===== config.mk =====
export PLATFORM = sky130hd
export DESIGN_NAME = prim_rr_onehot_sched
export DESIGN_NICKNAME = d
export VERILOG_FILES = /design/src/rtl/prim_rr_onehot_sched.sv
export SDC_FILE = /design/constraint.sdc
export NUM_CORES = 1
export LEC_CHECK = 0
export CAP_MARGIN = 20
export CORE_MARGIN = 5
export CORE_UTILIZATION = 39
export CTS_CLUSTER_SIZE = 40
export DETAILED_ROUTE_END_ITERATION = 8
export PLACE_DENSITY = 0.71
export SETUP_SLACK_MARGIN = 0.05
export SLEW_MARGIN = 20
export SYNTH_ARGS = -nofsm -noshare
export SYNTH_HDL_FRONTEND = slang
export SYNTH_SLANG_ARGS = --single-unit

===== constraint.sdc =====
create_clock -name clk_i -period 2.7 [get_ports clk_i]
set_clock_uncertainty 0.1 [all_clocks]
set_input_delay 0.81 -clock clk_i [delete_from_list [all_inputs] [get_ports clk_i]]
set_output_delay 0.81 -clock clk_i [all_outputs]
set_load 0.01 [all_outputs]

===== src/rtl/prim_rr_onehot_sched.sv =====
// Round-robin scheduler with onehot + binary grant under valid/ready, and a
// sticky integrity checker over the registered grant vector, index and valid.
// The previous winner gets lowest priority. Pointer wrap uses NumReq, so
// non-power-of-two requester counts never alias onto an unused index.
module prim_rr_onehot_sched #(
    parameter int unsigned NumReq   = 4,
    localparam int unsigned IdxWidth = (NumReq > 1) ? $clog2(NumReq) : 1
) (
    input  logic                clk_i,
    input  logic                rst_i,
    input  logic [NumReq-1:0]   req_i,
    output logic [NumReq-1:0]   gnt_o,
    output logic [IdxWidth-1:0] idx_o,
    output logic                valid_o,
    input  logic                ready_i,
    input  logic                err_clr_i,
    output logic                err_o
);

    typedef enum logic [0:0] {
        ST_IDLE  = 1'b0,
        ST_GRANT = 1'b1
    } state_e;

    state_e              state_r;
    state_e              state_nxt_s;
    logic [NumReq-1:0]   gnt_r;
    logic [NumReq-1:0]   gnt_nxt_s;
    logic [IdxWidth-1:0] idx_r;
    logic [IdxWidth-1:0] idx_nxt_s;
    logic                valid_r;
    logic                valid_nxt_s;
    logic [IdxWidth-1:0] ptr_r;
    logic [IdxWidth-1:0] ptr_nxt_s;
    logic [IdxWidth-1:0] win_s;
    logic                err_r;
    logic                err_now_s;

    // Advance an index by one, wrapping at NumReq-1 rather than 2**IdxWidth.
    function automatic logic [IdxWidth-1:0] ptr_inc(input logic [IdxWidth-1:0] p);
        logic [IdxWidth-1:0] r;
        if (p == IdxWidth'(NumReq - 32'd1)) begin
            r = '0;
        end else begin
            r = p + IdxWidth'(1);
        end
        return r;
    endfunction

    // First set request scanning upward from start, wrapping modulo NumReq.
    function automatic logic [IdxWidth-1:0] rr_pick(input logic [NumReq-1:0]   req,
                                                    input logic [IdxWidth-1:0] start);
        logic [IdxWidth-1:0] cand;
        logic [IdxWidth-1:0] res;
        logic                found;
        cand  = start;
        res   = '0;
        found = 1'b0;
        for (int unsigned i = 0; i < NumReq; i++) begin
            if (!found && req[cand]) begin
                res   = cand;
                found = 1'b1;
            end else begin
                found = found;
            end
            cand = ptr_inc(cand);
        end
        return res;
    endfunction

    // Onehot decode of a (known in-range) index.
    function automatic logic [NumReq-1:0] idx_dec(input logic [IdxWidth-1:0] ix);
        logic [NumReq-1:0] d;
        d     = '0;
        d[ix] = 1'b1;
        return d;
    endfunction

    // True when exactly one bit of the vector is set.
    function automatic logic onehot_ok(input logic [NumReq-1:0] v);
        int unsigned cnt;
        cnt = 32'd0;
        for (int unsigned i = 0; i < NumReq; i++) begin
            cnt = cnt + 32'(v[i]);
        end
        return (cnt == 32'd1);
    endfunction

    // Consistency of grant vector, index and valid bit.
    function automatic logic integrity_err(input logic                v,
                                           input logic [NumReq-1:0]   g,
                                           input logic [IdxWidth-1:0] ix);
        logic idx_oob;
        logic sel;
        logic bad;
        idx_oob = (32'(ix) >= NumReq);
        sel     = idx_oob ? 1'b0 : g[ix];
        if (v) begin
            bad = !onehot_ok(g) || idx_oob || !sel;
        end else begin
            bad = |g;
        end
        return bad;
    endfunction

    // Next-state, arbitration and next-grant computation.
    always_comb begin
        state_nxt_s = state_r;
        gnt_nxt_s   = gnt_r;
        idx_nxt_s   = idx_r;
        valid_nxt_s = valid_r;
        ptr_nxt_s   = ptr_r;
        win_s       = '0;
        case (state_r)
            ST_IDLE: begin
                if (|req_i) begin
                    win_s       = rr_pick(req_i, ptr_r);
                    gnt_nxt_s   = idx_dec(win_s);
                    idx_nxt_s   = win_s;
                    valid_nxt_s = 1'b1;
                    state_nxt_s = ST_GRANT;
                end else begin
                    gnt_nxt_s   = '0;
                    idx_nxt_s   = '0;
                    valid_nxt_s = 1'b0;
                    state_nxt_s = ST_IDLE;
                end
            end
            ST_GRANT: begin
                if (ready_i) begin
                    // Handshake: previous winner drops to lowest priority.
                    ptr_nxt_s = ptr_inc(idx_r);
                    if (|req_i) begin
                        win_s       = rr_pick(req_i, ptr_inc(idx_r));
                        gnt_nxt_s   = idx_dec(win_s);
                        idx_nxt_s   = win_s;
                        valid_nxt_s = 1'b1;
                        state_nxt_s = ST_GRANT;
                    end else begin
                        gnt_nxt_s   = '0;
                        idx_nxt_s   = '0;
                        valid_nxt_s = 1'b0;
                        state_nxt_s = ST_IDLE;
                    end
                end else begin
                    // Grant is held stable until accepted, whatever req_i does.
                    gnt_nxt_s   = gnt_r;
                    idx_nxt_s   = idx_r;
                    valid_nxt_s = 1'b1;
                    state_nxt_s = ST_GRANT;
                end
            end
            default: begin
                gnt_nxt_s   = '0;
                idx_nxt_s   = '0;
                valid_nxt_s = 1'b0;
                state_nxt_s = ST_IDLE;
            end
        endcase
    end

    // State, grant and priority-pointer registers.
    always_ff @(posedge clk_i) begin
        if (rst_i) begin
            state_r <= ST_IDLE;
            gnt_r   <= '0;
            idx_r   <= '0;
            valid_r <= 1'b0;
            ptr_r   <= '0;
        end else begin
            state_r <= state_nxt_s;
            gnt_r   <= gnt_nxt_s;
            idx_r   <= idx_nxt_s;
            valid_r <= valid_nxt_s;
            ptr_r   <= ptr_nxt_s;
        end
    end

    // Integrity check over the registered outputs.
    always_comb begin
        err_now_s = integrity_err(valid_r, gnt_r, idx_r);
    end

    // Sticky error: a new error wins over a clear in the same cycle.
    always_ff @(posedge clk_i) begin
        if (rst_i) begin
            err_r <= 1'b0;
        end else if (err_now_s) begin
            err_r <= 1'b1;
        end else if (err_clr_i) begin
            err_r <= 1'b0;
        end else begin
            err_r <= err_r;
        end
    end

    assign gnt_o   = gnt_r;
    assign idx_o   = idx_r;
    assign valid_o = valid_r;
    assign err_o   = err_r;

endmodule


After elaboration in Yosys (flattened, before gate mapping) --
Index checks and enable logic that the tools add are counted.
Operators by class: add/sub/neg operators 10, bitwise operators 1, equality and inequality tests 9, magnitude comparators 13, mux-type cells 95, reductions and logical operators 21
Operators by type and width (count):
- 2-to-1 mux 2 bit | 41
- 2-to-1 mux 1 bit | 37
- < comparator 2 x 3 -> 1 bit (second input constant) | 11
- binary-select mux 1 bit (select 2 bit) | 9
- adder 2 x 1 -> 2 bit (second input constant) | 7
- equality test 2 bit (second input constant) | 7
- 2-to-1 mux 4 bit | 3
- logical AND 1 bit | 8
- zero test 1 bit | 8
- case mux 4 bit (2 select lines) | 1
- OR reduction 4 bit | 2
- adder 3 x 1 -> 4 bit | 1
- demux 1 bit (select 2 bit) | 2
- equality test 4 x 1 -> 1 bit (second input constant) | 1
- greater-or-equal comparator 2 x 1 -> 1 bit (second input constant) | 2
- case mux 2 bit (2 select lines) | 1
- adder 2 x 1 -> 3 bit | 1
- adder 1 x 1 -> 2 bit | 1
- inequality test 2 bit (second input constant) | 1
- case mux 1 bit (2 select lines) | 1
- AND reduction 2 bit | 1
- nonzero test 2 bit | 1
- logical OR 1 bit | 1
- NOT 1 bit | 1
Storage, ports and cells: word-level logic and storage cells 154, bits in registers 10, input bits 8, output and inout port bits 8

Depth between registers and ports, before layout --
Gate-level depths: netlist of the first run.
depth in word-level cells 36, depth in mapped cells 9, mapped depth without buffers 9

Least setup slack after synthesis of the first run --
No wires, ideal clock.
kind input -> register, start in req_i[0], end reg gnt_r[3], in the netlist gnt_o[3], arrival 2.686 ns, setup slack -0.159 ns, stages on the path 8, required time 2.527 ns, library setup time 0.073 ns, path buffers 1, path through buf_4 -> mux4_2 -> or2_1 -> o32ai_1 -> a211oi_1 -> or3b_4 -> o21a_1 -> o22ai_2
On the way: longest elaborated chain between the ends 31, elaborated cells on any way between the ends 77, those cells by class order compare: 4; mux: 58; reduce/logical: 15
RTL lines:
- start, declared | line 11 | input logic [NumReq-1:0] req_i,
- binary-select mux 1 bit (select 2 bit) | line 60 | if (!found && req[cand]) begin
- 2-to-1 mux 1 bit (not written as such) | line 60
- 2-to-1 mux 1 bit | line 60
- 2-to-1 mux 1 bit | line 133 | if (|req_i) begin
- 2-to-1 mux 1 bit | line 130 | if (ready_i) begin
- 2-to-1 mux 1 bit | line 114 | case (state_r)
- zero test 1 bit | line 60
- logical AND 1 bit | line 60
- [15 not listed]
- 2-to-1 mux 2 bit | line 114
- < comparator 2 x 3 -> 1 bit (not written as such) / greater-or-equal comparator 2 x 1 -> 1 bit (equally long branches) | line 75 | d[ix] = 1'b1;
- logical AND 1 bit (not written as such) | line 75
- 2-to-1 mux 1 bit (not written as such) | line 75
- demux 1 bit (select 2 bit) | line 75
- 2-to-1 mux 4 bit | line 133
- 2-to-1 mux 4 bit | line 130
- case mux 4 bit (2 select lines) * | line 114
- end signal, assigned | line 172 | gnt_r <= gnt_nxt_s;
- end, declared | line 27 | logic [NumReq-1:0] gnt_r;
Every way passes the cells marked *; elsewhere a longest branch is shown, timed or not. The select of a mux whose other input is x is not followed. A chain may end at the register's enable or synchronous reset.

Worst setup path after layout of the first run --
start reg idx_r[0], in the netlist idx_o[0], end reg gnt_r[3], in the netlist gnt_o[3]
On the way: longest elaborated chain between the ends 36, elaborated cells on any way between the ends 65, those cells by class add/sub: 4; order compare: 2; eq/ne: 4; mux: 48; reduce/logical: 7
RTL lines:
- start, declared | line 29 | logic [IdxWidth-1:0] idx_r;
- start signal, assigned | line 173 | idx_r <= idx_nxt_s;
- adder 2 x 1 -> 2 bit / equality test 2 bit (equally long branches) | line 45, 42
- 2-to-1 mux 2 bit * | line 42 | if (p == IdxWidth'(NumReq - 32'd1)) begin
- 2-to-1 mux 2 bit * | line 133
- 2-to-1 mux 2 bit * | line 130
- 2-to-1 mux 2 bit * | line 114
- branches (longest 20 deep; another with adder 2 x 1 -> 2 bit)
- 2-to-1 mux 2 bit * | line 60
- 2-to-1 mux 2 bit * | line 133
- 2-to-1 mux 2 bit * | line 130
- 2-to-1 mux 2 bit * | line 114
- < comparator 2 x 3 -> 1 bit (not written as such) / greater-or-equal comparator 2 x 1 -> 1 bit (equally long branches) | line 75
- logical AND 1 bit (not written as such) | line 75
- 2-to-1 mux 1 bit (not written as such) | line 75
- demux 1 bit (select 2 bit) * | line 75
- 2-to-1 mux 4 bit * | line 133
- 2-to-1 mux 4 bit * | line 130
- case mux 4 bit (2 select lines) * | line 114
Mark *: on every way between the ends. The select of a mux whose other input is x is not followed.

==> results of run 1 <==
==> cell type report <==
cell class / count / area [sq um]
inverters: 10 / 37.5
clock buffers: 4 / 36.3
well taps: 33 / 41.3
fillers: 277 / 1380
repair buffers: 40 / 340
flip-flops and latches: 10 / 203
multi-input cells: 118 / 965
==> worst max-delay path: cells and delay by family, from the launching register on <==
family                     cells  cell delay, ns
and+or+nand+nor                2            0.69
AOI/OAI and AO/OA              4            0.67
muxes                          1            0.51
DFF                            1            0.34
adders and majority gates      1            0.27
==> sequential cells by signal, indices dropped and copies added, names as in the netlist <==
register	flops
ptr_r	2
valid_o	1
gnt_o	4
idx_o	2
err_o	1
==> through the flow <==
step           cell area, sq um  util, %
6_report                   1620     54.0
5_1_grt                    1620     54.0
4_1_cts                    1580     52.7
3_5_place_dp               1510     50.1
3_3_place_gp               1510     50.1
2_1_floorplan              1220        -
==> worst min-delay path by stage <==
stage	start	to	slack, ns	depth (start not counted)
5_1_grt	err_o	err_o	0.45	2
2_1_floorplan	err_o	err_o	0.43	2
4_1_cts	err_o	err_o	0.41	2
3_5_place_dp	err_o	err_o	0.39	2
6_report	err_o	err_o	0.40	2
3_3_place_gp	err_o	err_o	0.37	2
==> layer usage <==
layer / up-vias / share of wire, % / track usage, %
met2: 27 / 49 / 25.9
met3: 9 / 2.8 / 1.54
met4: 0 / 2.9 / 7.77
li1: 629 / - / -
met1: 629 / 45 / 18.5
met5: - / 0 / 0
==> kinds of logic (layout without fill, tap and decap cells) <==
family | after synthesis | count (layout) | synth area share, %
flip-flops | 10 | 10 | 16.6
buffers and inverters | 23 | 54 | 9.37
XOR/XNOR | 2 | 2 | 1.46
AO/OA/AOI/OAI | 46 | 46 | 26.5
AND/OR/NAND/NOR | 50 | 50 | 24.1
adder cells (fa/ha/maj) | 6 | 6 | 6.87
multiplexers | 14 | 14 | 15.0
==> power by group through the flow <==
stage	Sequential, mW	Combinational [mW]	Clock [mW]
after floorplan	0.193	0.297	0
final	0.188	0.522	0.145
after detailed placement	0.188	0.458	0
after global routing	0.192	0.569	0.151
after global placement	0.188	0.447	0
after CTS	0.188	0.479	0.146
==> synthesized netlist by cell type (3+ instances only) <==
library cell   n  area (sq um)
nor2_1        12          45.0
a21oi_1       10          50.1
dfxtp_1       10           200
inv_1         10          37.5
mux2i_1        9          90.1
o21ai_0        9          45.0
nand2_1        6          22.5
a211oi_1       5          37.5
clkbuf_1       5          18.8
ha_1           5          62.6
nand3_1        5          25.0
buf_4          4          30.0
and3b_1        3          26.3
buf_2          3          15.0
mux4_2         3          67.6
nand2b_1       3          18.8
nor3b_1        3          22.5
==> timing repair <==
action                     4_1_cts  5_1_grt
resized for setup               29        6
setup endpoints to repair        6        5
gates cloned                     0        0
pin swaps                        5        7
buffers inserted                 0        1
hold endpoints to repair         0        0
==> results, run 1 <==
- The most critical setup path has its startpoint at idx_o[0].
- Entering global routing, the biggest net connects 17 pins.
- The element type at the critical path start is a flip-flop.
- The commonest non-fill, non-tap cell in the layout is buf_4.
- The most critical setup path has its endpoint at gnt_o[3].
- The net count reported at finish is 197.
- The effective utilization at floorplan is 40.0%.
- In the layout the commonest cells are buf_4, nor2_1, clkdlybuf4s50_1.
- The number of clock sinks is 10.
- The final route contains 1294 vias.
- After clock tree synthesis, the clock-pin slew on the worst setup and hold paths is 0.08 ns.
- The number of cells on the worst reg-to-reg path is 8.
- The sequential group share of total power is 22.0%.
- The kind of capture point of the worst setup path is a flip-flop.
- The switching portion of total power is 39.5%.
- The classification of the worst setup path is reg2reg.
- The total placed cells including tap cells is 210.
- During placement, the flow inserted port buffers numbering 15.
- The number of nets in the synthesized netlist is 165.
- The clock tree from TritonCTS is done.
- The proportion of layout cells with a drive suffix above 1 is 30.8%.
- The die outline area is 0.00429 sq mm.
- The portion of the clock cycle consumed by the worst path in the final layout is 98.3%.
- On the critical path, the stage with the largest delay is an instance of mux4_2.
- The total design power is 855 uW.
- The detail route stage leaves a number of antenna-violating nets equal to 0.
- The routed wirelength normalized by instance count is 14.7 microns.
- The area growth from synthesis to final layout is 35.0%.
- The worst slew slack as a fraction of its limit is 69.6%.
- The number of standard cells after synthesis is 151.
- The average instance area after synthesis is 7.96 sq um.
- In this run the standard cell core region covers 0.00300 sq mm.
- Walking the worst path, the cells encountered are ha_4, mux4_2, or2_4, o32ai_4, a211oi_2, or3b_4, o21a_1, o22ai_2.
- Setup repair after global routing could not meet its margin everywhere.
- The prevailing post-synth register cell is dfxtp_1.
- The clock passes through at most 2 buffers.
- The standard-cell row count is 20.
- Across the VDD grid, the largest voltage drop is 175 uV.
- The root cell of the clock tree is clkbuf_4.
- The number of buffers inserted by hold repair at cts is 0.
- Of the synthesized area, sequential elements account for 16.6%.
- The total power divided by cell area is 527 mW/mm^2.
- The run finished with clean final reports.
- In this run the critical register-to-register path is captured at gnt_o[3].
- The fraction of registers with async set/reset is 0%.
- The via count of the first global-routing pass is 1179.
- The transition time of the tightest slew-check pin is 0.444 ns.
- The reported max-cap violation count is 0.
- The overall die height is 65.5 microns.
- The number of different library cells used by synthesis comes to 51.
- The synthesized design contains 10 register bits.
- After layout, the worst setup slack is 0.0464 ns.
- The synthesized design contains 0 enable-type register cells.
- The net switching power is 338 uW.
- The detailed-route wire length is 3160 microns.
- In the routed design, unresolved DRC markers number 0.
- Timing would allow up to 377 MHz.
- During synthesis, Yosys emitted a total of 0 warnings.
- The CTS H-tree depth is 1.
- For the worst-skew pair, the clock arrives at the later sink with an insertion delay of 0.28 ns.
- The slack of the worst reg-to-reg path is 0.05 ns.
- The area of the mapped netlist is 0.00120 sq mm.
- The number of vias per cell is 6.02.
- The total congestion overflow after global routing is 0.
- The number of endpoints with negative hold slack in the final report came to 0.
- 16 I/O pins were placed.
- The final number of max-transition violations is 0.
- The largest stage delay on the critical path is 0.51 ns.
- The leakage power total is 0.644 nW.
- The TritonCTS buffer count is 3.
- The critical path required time is 2.81 ns.
- The part of the total power dissipated in combinational logic is 61.0%.
- Detailed placement finished with a half-perimeter wire length of 2310 microns.
- The worst endpoint data arrival time is 2.76 ns.
- The minimum hold slack is 0.399 ns.
- The die is 65.5 microns wide.
- The number of antenna cells inserted is 0.
- The final RePlAce weighted congestion is 0.863.
- The clock network is responsible for 17.0% of the overall power.
- The post-route setup TNS is 0 ns.
- The post-place setup slack is -0.649 ns.
- The detailed-routing iteration count for the pre-antenna-repair pass is 4.
- The internal power of the cells totals 518 uW.
- The count of endpoints failing setup in the final report is 0.
- Along the worst path, the maximum fanout reaches 3.
- The iteration-0 DRC count of the detailed router is 83.
- The class of the tightest hold or removal check is reg2reg.
- In the global route stage, overall resource usage came out at 15.1%.
- The global-route wire length before repair is 5180 microns.
- The final non-filler cell total is 215.
- The number of antenna violations at the first check in global routing was 0.
- The final critical delay including setup and external delays is 2.65 ns.
- In this run the critical register-to-register path is launched from idx_o[0].
No activity file was read; power rests on OpenSTA's default activity.
==> run 2, diff against run 1 <==
--- a/config.mk
+++ b/config.mk
@@ -12,6 +12,7 @@
 export DETAILED_ROUTE_END_ITERATION = 8
 export PLACE_DENSITY = 0.71
 export SETUP_SLACK_MARGIN = 0.05
+export SKIP_CTS_REPAIR_TIMING = 1
 export SLEW_MARGIN = 20
 export SYNTH_ARGS = -nofsm -noshare
 export SYNTH_HDL_FRONTEND = slang
==> results, run 2 (same netlist as run 1, synthesis figures left out) <==
- The floorplan step set the die height to 65.5 microns.
- The element type at the critical path start is an input port.
- Across all register-to-register paths, the minimum setup slack is 0.02 ns.
- In this run the critical register-to-register path is captured at gnt_o[3].
- In this run, CTS created clock tree buffers numbering 3.
- Counting both buffers and inverters, the worst setup path holds a total of 1.
- The hold path endpoint is err_o.
- After legalization and detailed placement, the total HPWL measured 2310 microns.
- Grouping stages by cell kind, the critical path spends the most delay in compound AO/OA/AOI/OAI gates.
- In this run switching power makes up 39.4% of total power.
- For this design the total switching power over the nets is 333 uW.
- The number of remaining DRC errors is 0.
- The core outline area is 0.00300 sq mm.
- The final RePlAce weighted congestion is 0.863.
- For the pin with the worst max-slew slack, the measured transition is 0.413 ns.
- The total congestion overflow after global routing is 0.
- The vias after detailed routing is 1281.
- The final layout contains routed wiring with a total length of 3200 microns.
- The via count of the first global-routing pass was 1167.
- Entering global routing, the biggest net connects 17 pins.
- Of the available clock period, the critical path in the final layout requires 99.5%.
- Counting buffers and inverters, the worst setup path is 8 cells deep.
- The iteration-0 DRC count of the detailed router is 79.
- In the layout the commonest cells are buf_4, nor2_1, clkdlybuf4s50_1.
- The clock network is responsible for 17.3% of the overall power.
- The classification of the worst setup path is in2reg.
- For this run, the top clock speed supported by timing is 372 MHz.
- After floorplanning, the core was divided into 20 placement rows.
- The detailed-routing iteration count for the pre-antenna-repair pass is 4.
- The area growth from synthesis to final layout is 34.5%.
- The number of port buffers is 15.
- IR analysis of the VDD net gives a maximum drop of 174 uV.
- The reported max-cap violation count is 0.
- For the finished layout, the period the worst path requires is 2.69 ns.
- The number of flip-flops in the largest register is 4.
- The library cell used most frequently in the layout, excluding fill and tap cells, is buf_4.
- The worst setup path is captured at a flip-flop.
- The leakage power total is 0.645 nW.
- The clock net in this run drives a total of 10 sinks.
- Dividing the detail-routed via count by the number of cells gives 5.96.
- The final number of max-transition violations was 0.
- The global-route wire length before repair is 5110 microns.
- The clock tree from TritonCTS is done.
- The routed wirelength normalized by instance count is 14.9 microns.
- The number of endpoints with negative hold slack in the final report came to 0.
- For the worst flop-to-flop path, the logic depth is 9.
- The signal on the critical path passes through buf_6, mux4_2, or2_1, o32ai_2, a211oi_2, or3b_4, o21a_1, o22ai_2.
- The startpoint of the worst hold path is err_o.
- The cell internal power dissipation is 512 uW.
- The proportion of layout cells with a drive suffix above 1 is 31.3%.
- The number of I/O pins is 16.
- The x dimension of the die is 65.5 microns.
- In this run the power density over the cells is 522 mW/mm^2.
- The total design power is 845 uW.
- STA puts the critical path data arrival time at 2.79 ns.
- Setup repair after global routing could not meet its margin everywhere.
- The flow ran to the end, and the final reports show no timing, DRC or antenna violations.
- The net count reported at finish is 197.
- The biggest fanout along the worst timing path is 6.
- The worst slew slack as a fraction of its limit is 72.4%.
- The critical path required time is 2.81 ns.
- The cell with the largest stage delay on the worst path is mux4_2.
- The count of nets left with antenna violations once routing finished came out at 0.
- The root cell of the clock tree is clkbuf_4.
- The effective utilization at floorplan is 40.0%.
- The clock insertion delay at the later pin of the skew report is 0.28 ns.
- For this run, the total global-route usage over all layers was measured as 14.9%.
- The sequential group share of total power is 22.3%.
- The number of antenna cells inserted is 0.
- The class of the tightest hold or removal check is reg2reg.
- The part of the total power dissipated in combinational logic is 60.4%.
- The clock transition at the registers of the reported paths is 0.07 ns.
- The die covers 0.00429 sq mm.
- The beginning of the worst register-to-register path is idx_o[0].
- The maximum buffer depth of the clock tree is 2.
- Counting instances, the worst hold path has a depth of 2.
- The CTS H-tree depth is 1.
- The count of endpoints failing setup in the final report is 0.
- The largest stage delay on the critical path is 0.47 ns.
- The number of antenna violations at the first check in global routing is 0.
- Measured on the finished design, the core utilization comes to 53.9%.
==> run 2: cell types whose count changed in the layout (fill, tap and decap cells not counted), sizes merged <==
| cell | previous run | this run |
|---|---|---|
| buf | 29 | 28 |
| clkbuf | 4 | 5 |
==> run 2: power groups by stage <==
stage	combinational (mW)	sequential (mW)	clock, mW
global route	0.558	0.192	0.151
floorplan	0.297	0.193	0
CTS	0.460	0.185	0.146
global placement	0.447	0.188	0
detailed placement	0.458	0.188	0
finish	0.511	0.188	0.146
==> run 2: layer usage <==
layer  global-route usage, %  routed length (microns)
met1                    18.6                     1470
met2                    25.3                     1580
met3                    1.20                       76
met4                    7.77                       78
met5                       0                        0
==> run 2: layout make-up <==
type / count / area (sq um)
multi-input cells: 118 / 960
well taps: 33 / 41.3
inverters: 10 / 37.5
repair buffers: 40 / 340
fillers: 279 / 1390
clock buffers: 4 / 36.3
flip-flops and latches: 10 / 203
==> run 2: worst max-delay path by stage <==
stage                     startpoint       end  slack (ns)
after detailed placement    req_i[2]  idx_o[1]       -0.65
after global placement      req_i[0]  gnt_o[3]       -0.55
after floorplan             req_i[0]  gnt_o[3]       -0.12
final                       req_i[0]  gnt_o[3]        0.01
after global routing        idx_o[0]  gnt_o[3]       -0.03
after CTS                   req_i[0]  idx_o[1]       -0.36
==> run 2: through the flow <==
stage                     setup TNS [ns]  setup slack [ns]  area, sq um  instances  hold slack [ns]
final                                  0            0.0141         1620        215            0.399
after global routing             -0.0365           -0.0321         1620        215            0.448
after CTS                          -1.70            -0.363         1540        214            0.408
after detailed placement           -3.37            -0.649         1510        210            0.391
after global placement             -3.02            -0.546         1510        210            0.370
after floorplan                   -0.322            -0.124         1220        151            0.426
==> run 2: worst register-to-register path: cells and delay by family, from the launching register on <==
kind            cells  cell delay [ns]
flops               1             0.34
compound gates      4             0.70
buf+inv             1             0.17
mux                 1             0.32
simple gates        2             0.70
fa+ha+maj           1             0.27
